$ cat config.mk
export PLATFORM = sky130hd
export DESIGN_NAME = debug_controller
export DESIGN_NICKNAME = d
export VERILOG_FILES = /design/src/rtl/debug_controller.sv
export SDC_FILE = /design/constraint.sdc
export NUM_CORES = 1
export LEC_CHECK = 0
export ABC_AREA = 0
export ABC_CLOCK_PERIOD_IN_PS = 2500
export BUFFER_PORTS_ARGS = -buffer_cell sky130_fd_sc_hd__buf_2
export CORE_MARGIN = 2
export CORE_UTILIZATION = 43
export DETAILED_ROUTE_END_ITERATION = 12
export HOLD_SLACK_MARGIN = 0.08
export PLACE_DENSITY = 0.77
export SLEW_MARGIN = 0
export SYNTH_ARGS = -nofsm -noshare
export SYNTH_HDL_FRONTEND = slang
export SYNTH_SLANG_ARGS = --single-unit
$ cat constraint.sdc
create_clock -name clk -period 2.5 [get_ports clk]
set_input_delay 0.375 -clock clk [delete_from_list [all_inputs] [get_ports clk]]
set_output_delay 0.375 -clock clk [all_outputs]
set_load 0.05 [all_outputs]
$ cat src/rtl/debug_controller.sv
// Debug controller: run/halt/single-step control of a core, PC breakpoint,
// and a register-file dump streamed out over a valid/ready port.
module debug_controller (
  input  logic        clk,
  input  logic        reset,
  input  logic        cmd_valid,
  input  logic [1:0]  cmd_op,
  output logic        cmd_ready,
  output logic        core_en,
  input  logic [31:0] fetchPC,
  input  logic        bp_en,
  input  logic [31:0] bp_addr,
  output logic [4:0]  debug_reg_select,
  input  logic [31:0] debug_reg_out,
  output logic        dump_valid,
  input  logic        dump_ready,
  output logic [31:0] dump_data,
  output logic        dump_last,
  output logic        halted,
  output logic [1:0]  halt_cause,
  output logic [31:0] instret
);

  localparam int unsigned XLEN  = 32;
  localparam int unsigned IDX_W = 5;

  localparam logic [1:0] OP_RUN  = 2'b00;
  localparam logic [1:0] OP_HALT = 2'b01;
  localparam logic [1:0] OP_STEP = 2'b10;
  localparam logic [1:0] OP_DUMP = 2'b11;

  localparam logic [1:0] CAUSE_RESET = 2'b00;
  localparam logic [1:0] CAUSE_CMD   = 2'b01;
  localparam logic [1:0] CAUSE_STEP  = 2'b10;
  localparam logic [1:0] CAUSE_BP    = 2'b11;

  localparam logic [IDX_W-1:0] LAST_IDX = IDX_W'(31);

  typedef enum logic [2:0] {
    S_HALT,
    S_RUN,
    S_STEP,
    S_DUMP_LOAD,
    S_DUMP_SEND
  } state_t;

  state_t           state, state_next;
  logic [IDX_W-1:0] index, index_next;
  logic             first_run, first_run_next;
  logic [1:0]       cause_next;
  logic [XLEN-1:0]  data_next;
  logic             last_next;
  logic             accept;
  logic             bp_hit;

  // Control outputs decoded straight from the state register
  assign cmd_ready        = (state == S_HALT) || (state == S_RUN);
  assign accept           = cmd_valid && cmd_ready;
  assign bp_hit           = (state == S_RUN) && bp_en && (fetchPC == bp_addr) && !first_run;
  assign core_en          = !reset && ((state == S_STEP) || ((state == S_RUN) && !bp_hit));
  assign halted           = (state == S_HALT);
  assign dump_valid       = (state == S_DUMP_SEND);
  assign debug_reg_select = index;

  always_ff @(posedge clk) begin
    if (reset) begin
      state      <= S_HALT;
      index      <= '0;
      first_run  <= 1'b0;
      halt_cause <= CAUSE_RESET;
      dump_data  <= '0;
      dump_last  <= 1'b0;
      instret    <= '0;
    end else begin
      state      <= state_next;
      index      <= index_next;
      first_run  <= first_run_next;
      halt_cause <= cause_next;
      dump_data  <= data_next;
      dump_last  <= last_next;
      if (core_en) instret <= instret + XLEN'(1);
    end
  end

  // A breakpoint outranks any command accepted in the same RUN cycle
  always_comb begin
    state_next     = state;
    index_next     = index;
    first_run_next = 1'b0;
    cause_next     = halt_cause;
    data_next      = dump_data;
    last_next      = dump_last;
    unique case (state)
      S_HALT: begin
        if (accept) begin
          unique case (cmd_op)
            OP_RUN: begin
              state_next     = S_RUN;
              first_run_next = 1'b1;
            end
            OP_STEP: state_next = S_STEP;
            OP_DUMP: begin
              state_next = S_DUMP_LOAD;
              index_next = '0;
            end
            OP_HALT: state_next = S_HALT;
            default: state_next = S_HALT;
          endcase
        end
      end
      S_RUN: begin
        if (bp_hit) begin
          state_next = S_HALT;
          cause_next = CAUSE_BP;
        end else if (accept && (cmd_op == OP_HALT)) begin
          state_next = S_HALT;
          cause_next = CAUSE_CMD;
        end
      end
      S_STEP: begin
        state_next = S_HALT;
        cause_next = CAUSE_STEP;
      end
      S_DUMP_LOAD: begin
        data_next  = debug_reg_out;
        last_next  = (index == LAST_IDX);
        state_next = S_DUMP_SEND;
      end
      S_DUMP_SEND: begin
        if (dump_ready) begin
          if (index == LAST_IDX) begin
            state_next = S_HALT;
            index_next = '0;
          end else begin
            state_next = S_DUMP_LOAD;
            index_next = index + IDX_W'(1);
          end
        end
      end
      default: state_next = S_HALT;
    endcase
  end

endmodule
After elaboration in Yosys (flattened, before gate mapping). Cells that the tools add are included.

Flip-flop bits (word level): 76. Input bits: 103. Output and inout port bits: 76. Word-level logic and storage cells: 60.

Add/subtract/negate cells: 2. Eq/ne operators: 13. Muxes and demuxes: 16. Bitwise logic cells: 2. Reduce and logical (&&, ||, !) cells: 20.

Operator list (count): $add A32 B1 Y32 const B (1); $eq A32 B32 Y1 (1); $pmux W3 S4 (2); $mux W5 (4); $mux W3 (4); $pmux W5 S2 (1); $logic_and A1 B1 Y1 (7); $eq A3 B2 Y1 const B (2); $mux W2 (3); $ne A2 B1 Y1 const B (3); $add A5 B1 Y5 const B (1); $eq A5 B5 Y1 const B (1); $eq A2 B2 Y1 const B (2); $pmux W2 S2 (1); $reduce_and A4 Y1 (1); $reduce_bool A2 Y1 (2); $eq A3 B1 Y1 const B (1); $eq A3 B3 Y1 const B (1); $logic_not A1 Y1 (3); $logic_not A3 Y1 (1); $ne A3 B2 Y1 const B (1); $reduce_and A3 Y1 (1); $reduce_or A3 Y1 (1); $eq A2 B1 Y1 const B (1); 5 further kinds (7).

Depth between registers and ports, before layout. Gate-level depths: netlist of run 1.

Word-level depth: 8. Gate-level depth with buffers: 9. Gate-level depth less buffers: 7.

Worst setup path before layout of run 1. No wires, ideal clock.

Kind: register to register. Start: reg instret[7]. End: reg instret[31]. Library setup time: 0.115 ns. Data arrival time: 2.519 ns. Data required time: 2.385 ns. Path slack: -0.133 ns. Stages on the path, launching flop included: 8. Path buffers: 1. Period minus slack after synthesis: 2.633 ns. Path through: dfxtp_1 > and4_1 > nand3_2 > or4_1 > buf_2 > nor4_2 > a21oi_1 > o21ba_1.

Longest elaborated chain between the ends: 1.

RTL lines: start, declared (RTL line 21) `output logic [31:0] instret`; start signal, assigned (RTL line 81) `if (core_en) instret <= instret + XLEN'(1);`; $add A32 B1 Y32 (RTL line 81).

Every way passes these cells. A chain may end at the register's enable or synchronous reset.

Worst setup path after layout of run 1.
Start: reg state[1]. End: out core_en.

Longest elaborated chain between the ends: 8. Elaborated cells between the ends (all ways): 9. Those cells by class: eq/ne: 2; reduce/logical: 7.

RTL lines: start, declared (RTL line 47) `state_t state, state_next;`; start signal, assigned (RTL line 75) `state <= state_next;`; $eq A3 B1 Y1 (RTL line 59, 60); $logic_and A1 B1 Y1 (3 in a row) (RTL line 59) `assign bp_hit = (state == S_RUN) && bp_en && (fetchPC == bp_addr) && !first_run;`; $logic_not A1 Y1 (RTL line 60) `assign core_en = !reset && ((state == S_STEP) || ((state == S_RUN) && !bp_hit));`; $logic_and A1 B1 Y1 (RTL line 60); $logic_or A1 B1 Y1 (*) (RTL line 60); $logic_and A1 B1 Y1 (*) (RTL line 60); end, declared (RTL line 9) `output logic core_en,`.

Every way passes the cells marked *; elsewhere a longest branch is shown, timed or not.

==> results.py, run 1 <==
metrics = {
    "clock_network": {
        "cts_root_buf": "clkbuf_8",
        "clkLatencyLatePin_ns": 0.35,
        "clkTransAtPathRegs_ns": 0.08,
        "clock_sinks": 76,
        "holdBufCountCts": 0,
        "cts_tree": "built",
        "numCtsBuffers": 9,
        "htree_levels": 3,
        "clock_path_buffers": 2,
    },
    "route": {
        "drtIter0Drc": 117,
        "routed_wl_um": 10100,
        "drcViolationCount": 0,
        "dr_total_vias": 4005,
        "vias_per_cell": 5.24,
        "wl_per_cell_um": 13.2,
        "drtPass1Iterations": 4,
        "drtAntennaViolNets": 0,
    },
    "global_routing": {
        "grt_max_degree": 43,
        "grt_remaining_overflow": 0,
        "grt_pass1_wl_um": 16900,
        "grt_pass1_vias": 3942,
        "grt_usage": 0.206,
        "grt_antenna_before_repair": 0,
    },
    "placed_design": {
        "io_buffers": 178,
        "dp_cells": 747,
        "gp_congestion": 0.791,
        "place_hpwl_um": 7530,
    },
    "worst_setup_path": {
        "required_ns": 2.12,
        "crit_type": "flop to output pin",
        "reg2regPathDepth": 7,
        "cp.arrival_ns": 2.12,
        "reg2reg_to": "instret[5]",
        "r2r_slack_ns": 0.22,
        "critPathMaxFanout": 2,
        "cp-end-kind": "output pin",
        "reg2reg_from": "state[1]",
        "cp-start-kind": "flop",
    },
    "sta": {
        "finClkSkew_ns": 0.0108,
        "rsz0062_at_grt": "yes",
        "drv_slew": 0,
        "timing.hold.ws_ns": 0.260,
        "relSlewSlack": 0.602,
        "period_share": 0.996,
        "report.final.hold_viol_count": 0,
        "finalSetupViolations": 0,
        "finalCriticalPeriod_ns": 2.49,
        "worstMarginPinSlew_ns": 0.597,
        "fmax_mhz": 401,
    },
    "die": {
        "start_util": 0.445,
        "io_pins": 179,
        "core_um2": 8720,
        "die_h_um": 99.0,
        "die_w_um": 99.0,
        "rows": 34,
        "die_area_um2": 9800,
    },
    "synth": {
        "syn-num-nets": 580,
        "synth_commonest_cells": "85 x nand2_1, 76 x dfxtp_1, 63 x a21oi_1",
        "syn_inst": 470,
        "syn_area_um2": 3880,
        "synth.area.top_cells": "dfxtp_1 39%, nand2_1 8.2%, a21oi_1 8.1%",
        "synth_area_per_cell_um2": 8.26,
        "synth.most_common_cell": "nand2_1",
        "yosysWarnings": 0,
        "async_flop_share": 0,
        "synth_ff_type": "dfxtp_1",
        "yosysSeqAreaShare": 0.392,
        "yosys_register_bits": 76,
        "synth_top_cell_by_area": "dfxtp_1",
        "yosysUniqueCellTypes": 53,
        "synth_edf_count": 0,
        "yosysTopAreaCellShare": 0.392,
    },
    "min_path": {
        "hold_start": "debug_reg_out[5]",
        "holdPathStages": 3,
        "hold_end": "dump_data[5]",
        "hp-class": "input pin to flop",
    },
    "finish": {
        "nets": 762,
        "diodes": 0,
        "utilization": 0.594,
        "stdcell_count": 765,
        "drive_gt1_frac": 0.356,
        "seq_area_um2": 1530,
        "nFillCells": 817,
        "multi_input_area_um2": 2230,
        "area_delta_synth_final_pct": 33.4,
    },
    "pwr": {
        "finalPower_mw": 2.64,
        "power.density_nw_per_um2": 510,
        "max-vdd-ir-drop_mv": 0.376,
        "p_leak_nw": 2.30,
    },
    "job": {
        "maxCapViolCount": 0,
    },
    "run_status": {
        "status": "finished clean",
    },
}
-- registers in the layout (all words and copies together) (netlist names) --
register          flops
halt_cause            2
debug_reg_select      5
dump_data            32
dump_last             1
instret              32
state                 3
first_run             1
-- routing by layer --
layer  track usage  up-vias  share of wire
met3        0.0766       13           0.10
met1         0.232     1828           0.41
met5             0        -              0
met2         0.364      155           0.48
met4        0.0569        0          0.011
li1              -     2009              -
-- cell families after synthesis --
kind of cell | count (synthesis) | synth area share
AND/OR/NAND/NOR | 202 | 0.276
AO/OA/AOI/OAI | 108 | 0.172
flip-flops | 76 | 0.392
buffers and inverters | 36 | 0.0406
XOR/XNOR | 35 | 0.0790
adder cells (fa/ha/maj) | 7 | 0.0226
multiplexers | 6 | 0.0181
-- through the flow --
stage | setup TNS [ns] | cell area (um2) | setup slack (ns)
finish | 0 | 5180 | 0.00912
global route | -0.0968 | 5180 | -0.0968
CTS | 0 | 5150 | 0.000454
detailed placement | 0 | 4910 | 0.147
global placement | 0 | 4910 | 0.175
floorplan | 0 | 3880 | 0.0256
-- where the power goes --
part / internal [mW] / total (mW) / switching (mW)
Combinational: 0.147 / 0.369 / 0.222
Sequential: 1.23 / 1.24 / 0.0125
Clock: 0.569 / 1.03 / 0.463
Total: 1.94 / 2.64 / 0.698
-- worst max-delay path by stage --
| stage | from | to | cells past startpoint |
|---|---|---|---|
| after floorplan | instret[17] | instret[31] | 7 |
| after global placement | bp_addr[9] | instret[5] | 8 |
| after detailed placement | bp_addr[9] | instret[5] | 8 |
| after CTS | state[0] | core_en | 7 |
| after global routing | state[0] | core_en | 7 |
| final | state[1] | core_en | 7 |
-- worst max-delay path, stage by stage (launching register included) --
cell	delay, ns
dfxtp_1	0.32
or3b_4	0.42
nor4_4	0.28
nand4_4	0.11
or3_4	0.37
nand2_4	0.09
nor2_2	0.04
buf_6	0.14
-- layout make-up --
cell class / count / share of cell area
multi-input combinational: 358 / 0.430
inverter: 12 / 0.00870
timing repair buffer: 195 / 0.198
sequential: 76 / 0.295
clock inverter: 5 / 0.0164
tap: 108 / 0.0261
clock buffer: 11 / 0.0254
-- layout by cell type (no fill, tap or decap), types with 6 or more instances in the layout --
| cell type | count |
|---|---|
| nand4_1 | 13 |
| ha_1 | 7 |
| clkbuf_8 | 9 |
| o21ai_0 | 6 |
| inv_1 | 12 |
| o21ai_1 | 9 |
| buf_4 | 17 |
| nor2_1 | 23 |
| o31ai_1 | 6 |
| nor2b_1 | 8 |
| nor3_1 | 9 |
| nand2_1 | 84 |
| buf_2 | 177 |
| a21oi_1 | 63 |
| nand3_1 | 10 |
| xor2_1 | 32 |
| or3_1 | 12 |
| dfxtp_1 | 71 |
| and3_1 | 6 |
-- repair_timing --
item,4_1_cts,5_1_grt
resized for setup,3,5
pin swaps,1,2
setup buffers,1,1
setup endpoints to repair,1,2
(Power assumes the default switching activity.)
==> inputs of run 2 (changes only) <==
ABC_CLOCK_PERIOD_IN_PS = 2700   (was 2500)
CORE_UTILIZATION = 47   (was 43)
PLACE_DENSITY = 0.8   (was 0.77)
clock period = 2.7 ns   (was 2.5 ns; I/O delays follow)
==> run 2 against run 1 <==
  * Sequential power fell by 7%
  * Critical path depth unchanged
  * Sequential share of layout area down 0.054 points
  * Clock power is 4% higher
  * First-iteration DRC count is 15% lower
  * Total power decreased by 3.4%
  * Core utilization up 4.5 points
  * Wire length decreased by 0.30%
  * Sequential cell count unchanged
  * Register-to-register slack better by 0.15 ns
  * Highest routed layer unchanged
==> results.py, run 2 (synthesis gave the netlist of run 1 again) <==
metrics = {
    "finish": {
        "drive_gt1_frac": 0.348,
        "final_common_cell": "buf_2",
        "nets": 760,
        "diodes": 0,
        "final_cell_mix": "177 x buf_2, 84 x nand2_1, 75 x dfxtp_1",
        "area_delta_synth_final_pct": 33.2,
    },
    "placed_design": {
        "io_buffers": 178,
        "place_hpwl_um": 7680,
        "gp_congestion": 0.765,
        "place_ws_ns": 0.294,
    },
    "worst_setup_path": {
        "required_ns": 2.30,
        "crit_type": "flop to output pin",
        "cp-start-kind": "flop",
        "critPathMaxFanout": 4,
        "cp.arrival_ns": 2.16,
        "cp-end-kind": "output pin",
    },
    "global_routing": {
        "grt_antenna_before_repair": 0,
        "grt_usage": 0.225,
        "grt_pass1_wl_um": 16400,
        "grt_pass1_vias": 3730,
        "grt_remaining_overflow": 0,
        "grt_max_degree": 43,
    },
    "sta": {
        "drv_slew": 0,
        "report.final.hold_viol_count": 0,
        "worstMarginPinSlew_ns": 0.603,
        "fin_ws_ns": 0.139,
        "rsz0062_at_grt": "no",
        "period_share": 0.949,
        "finalSetupViolations": 0,
        "relSlewSlack": 0.598,
        "finClkSkew_ns": 0.00828,
        "fmax_mhz": 390,
        "finalCriticalPeriod_ns": 2.56,
        "setup_tns_ns": 0,
    },
    "clock_network": {
        "clkTransAtPathRegs_ns": 0.08,
        "holdBufCountCts": 0,
        "clkLatencyLatePin_ns": 0.34,
        "cts_root_buf": "clkbuf_8",
        "clock_path_buffers": 2,
        "htree_levels": 3,
        "cts_tree": "built",
        "numCtsBuffers": 9,
        "clock_sinks": 76,
        "cts_setup_buffers": 0,
    },
    "die": {
        "rows": 33,
        "die_area_um2": 9000,
        "start_util": 0.479,
        "die_h_um": 94.9,
        "io_pins": 179,
        "die_w_um": 94.9,
        "core_um2": 8090,
    },
    "min_path": {
        "hp-class": "input pin to flop",
    },
    "run_status": {
        "status": "finished clean",
    },
    "pwr": {
        "power.density_nw_per_um2": 494,
        "max-vdd-ir-drop_mv": 0.394,
        "p_leak_nw": 2.29,
        "finalPower_mw": 2.55,
    },
    "route": {
        "drtIter0Drc": 99,
        "routed_wl_um": 10100,
        "wl_per_cell_um": 13.3,
        "vias_per_cell": 5.28,
        "dr_total_vias": 4011,
        "drtPass1Iterations": 5,
        "drcViolationCount": 0,
        "drtAntennaViolNets": 0,
    },
    "job": {
        "maxCapViolCount": 0,
    },
}
==> run 2: critical path, cell delays in order (launching register included) <==
cell     delay, ns
dfxtp_1       0.32
or3b_4        0.44
nor4_4        0.28
nand4_4       0.13
or3_4         0.36
nand2_2       0.09
nor2_1        0.05
buf_6         0.15
==> run 2: final cells by class <==
cell class	instances	area [um2]
Sequential cell	76	1520
Clock inverter	5	108
Timing Repair Buffer	193	1010
Tap cell	105	131
Clock buffer	11	141
Inverter	12	45.0
Fill cell	725	2920
Multi-Input combinational cell	358	2210
==> run 2: through the flow <==
stage | hold WS (ns) | utilization | area [um2] | instances
after floorplan | 0.530 | - | 3880 | 470
after global placement | 0.440 | 0.606 | 4900 | 744
after detailed placement | 0.446 | 0.606 | 4900 | 744
after CTS | 0.276 | 0.637 | 5150 | 760
after global routing | 0.281 | 0.639 | 5170 | 760
final | 0.295 | 0.639 | 5170 | 760
==> run 2: repair_timing <==
item / in CTS / in global routing
setup endpoints to repair: 1 / 1
pin swaps: 1 / 1
endpoints found under the hold margin: 0 / 0
resized for setup: 0 / 6
==> run 2: per-layer routing <==
metal  vias up  GRT usage  wire [um]
met2       153      0.404       5020
met1      1843      0.256       4010
li1       2006          -          -
met3         9     0.0766        982
met5         -          0          0
met4         0     0.0531         81
==> run 2: power breakdown <==
| part | internal (mW) | leakage, nW | switching (mW) |
|---|---|---|---|
| Combinational | 0.134 | 1.55 | 0.202 |
| Clock | 0.645 | 0.124 | 0.422 |
| Sequential | 1.14 | 0.613 | 0.0125 |
| Total | 1.91 | 2.29 | 0.636 |
==> run 2: final timing paths <==
path	slack (ns)	cells after the start	from	end
worst min register to register	0.46	2	dump_data[18]	dump_data[18]
worst max register to register	0.37	6	instret[7]	instret[31]
worst min-delay path	0.30	3	debug_reg_out[2]	dump_data[2]
worst max-delay path	0.14	7	state[1]	core_en
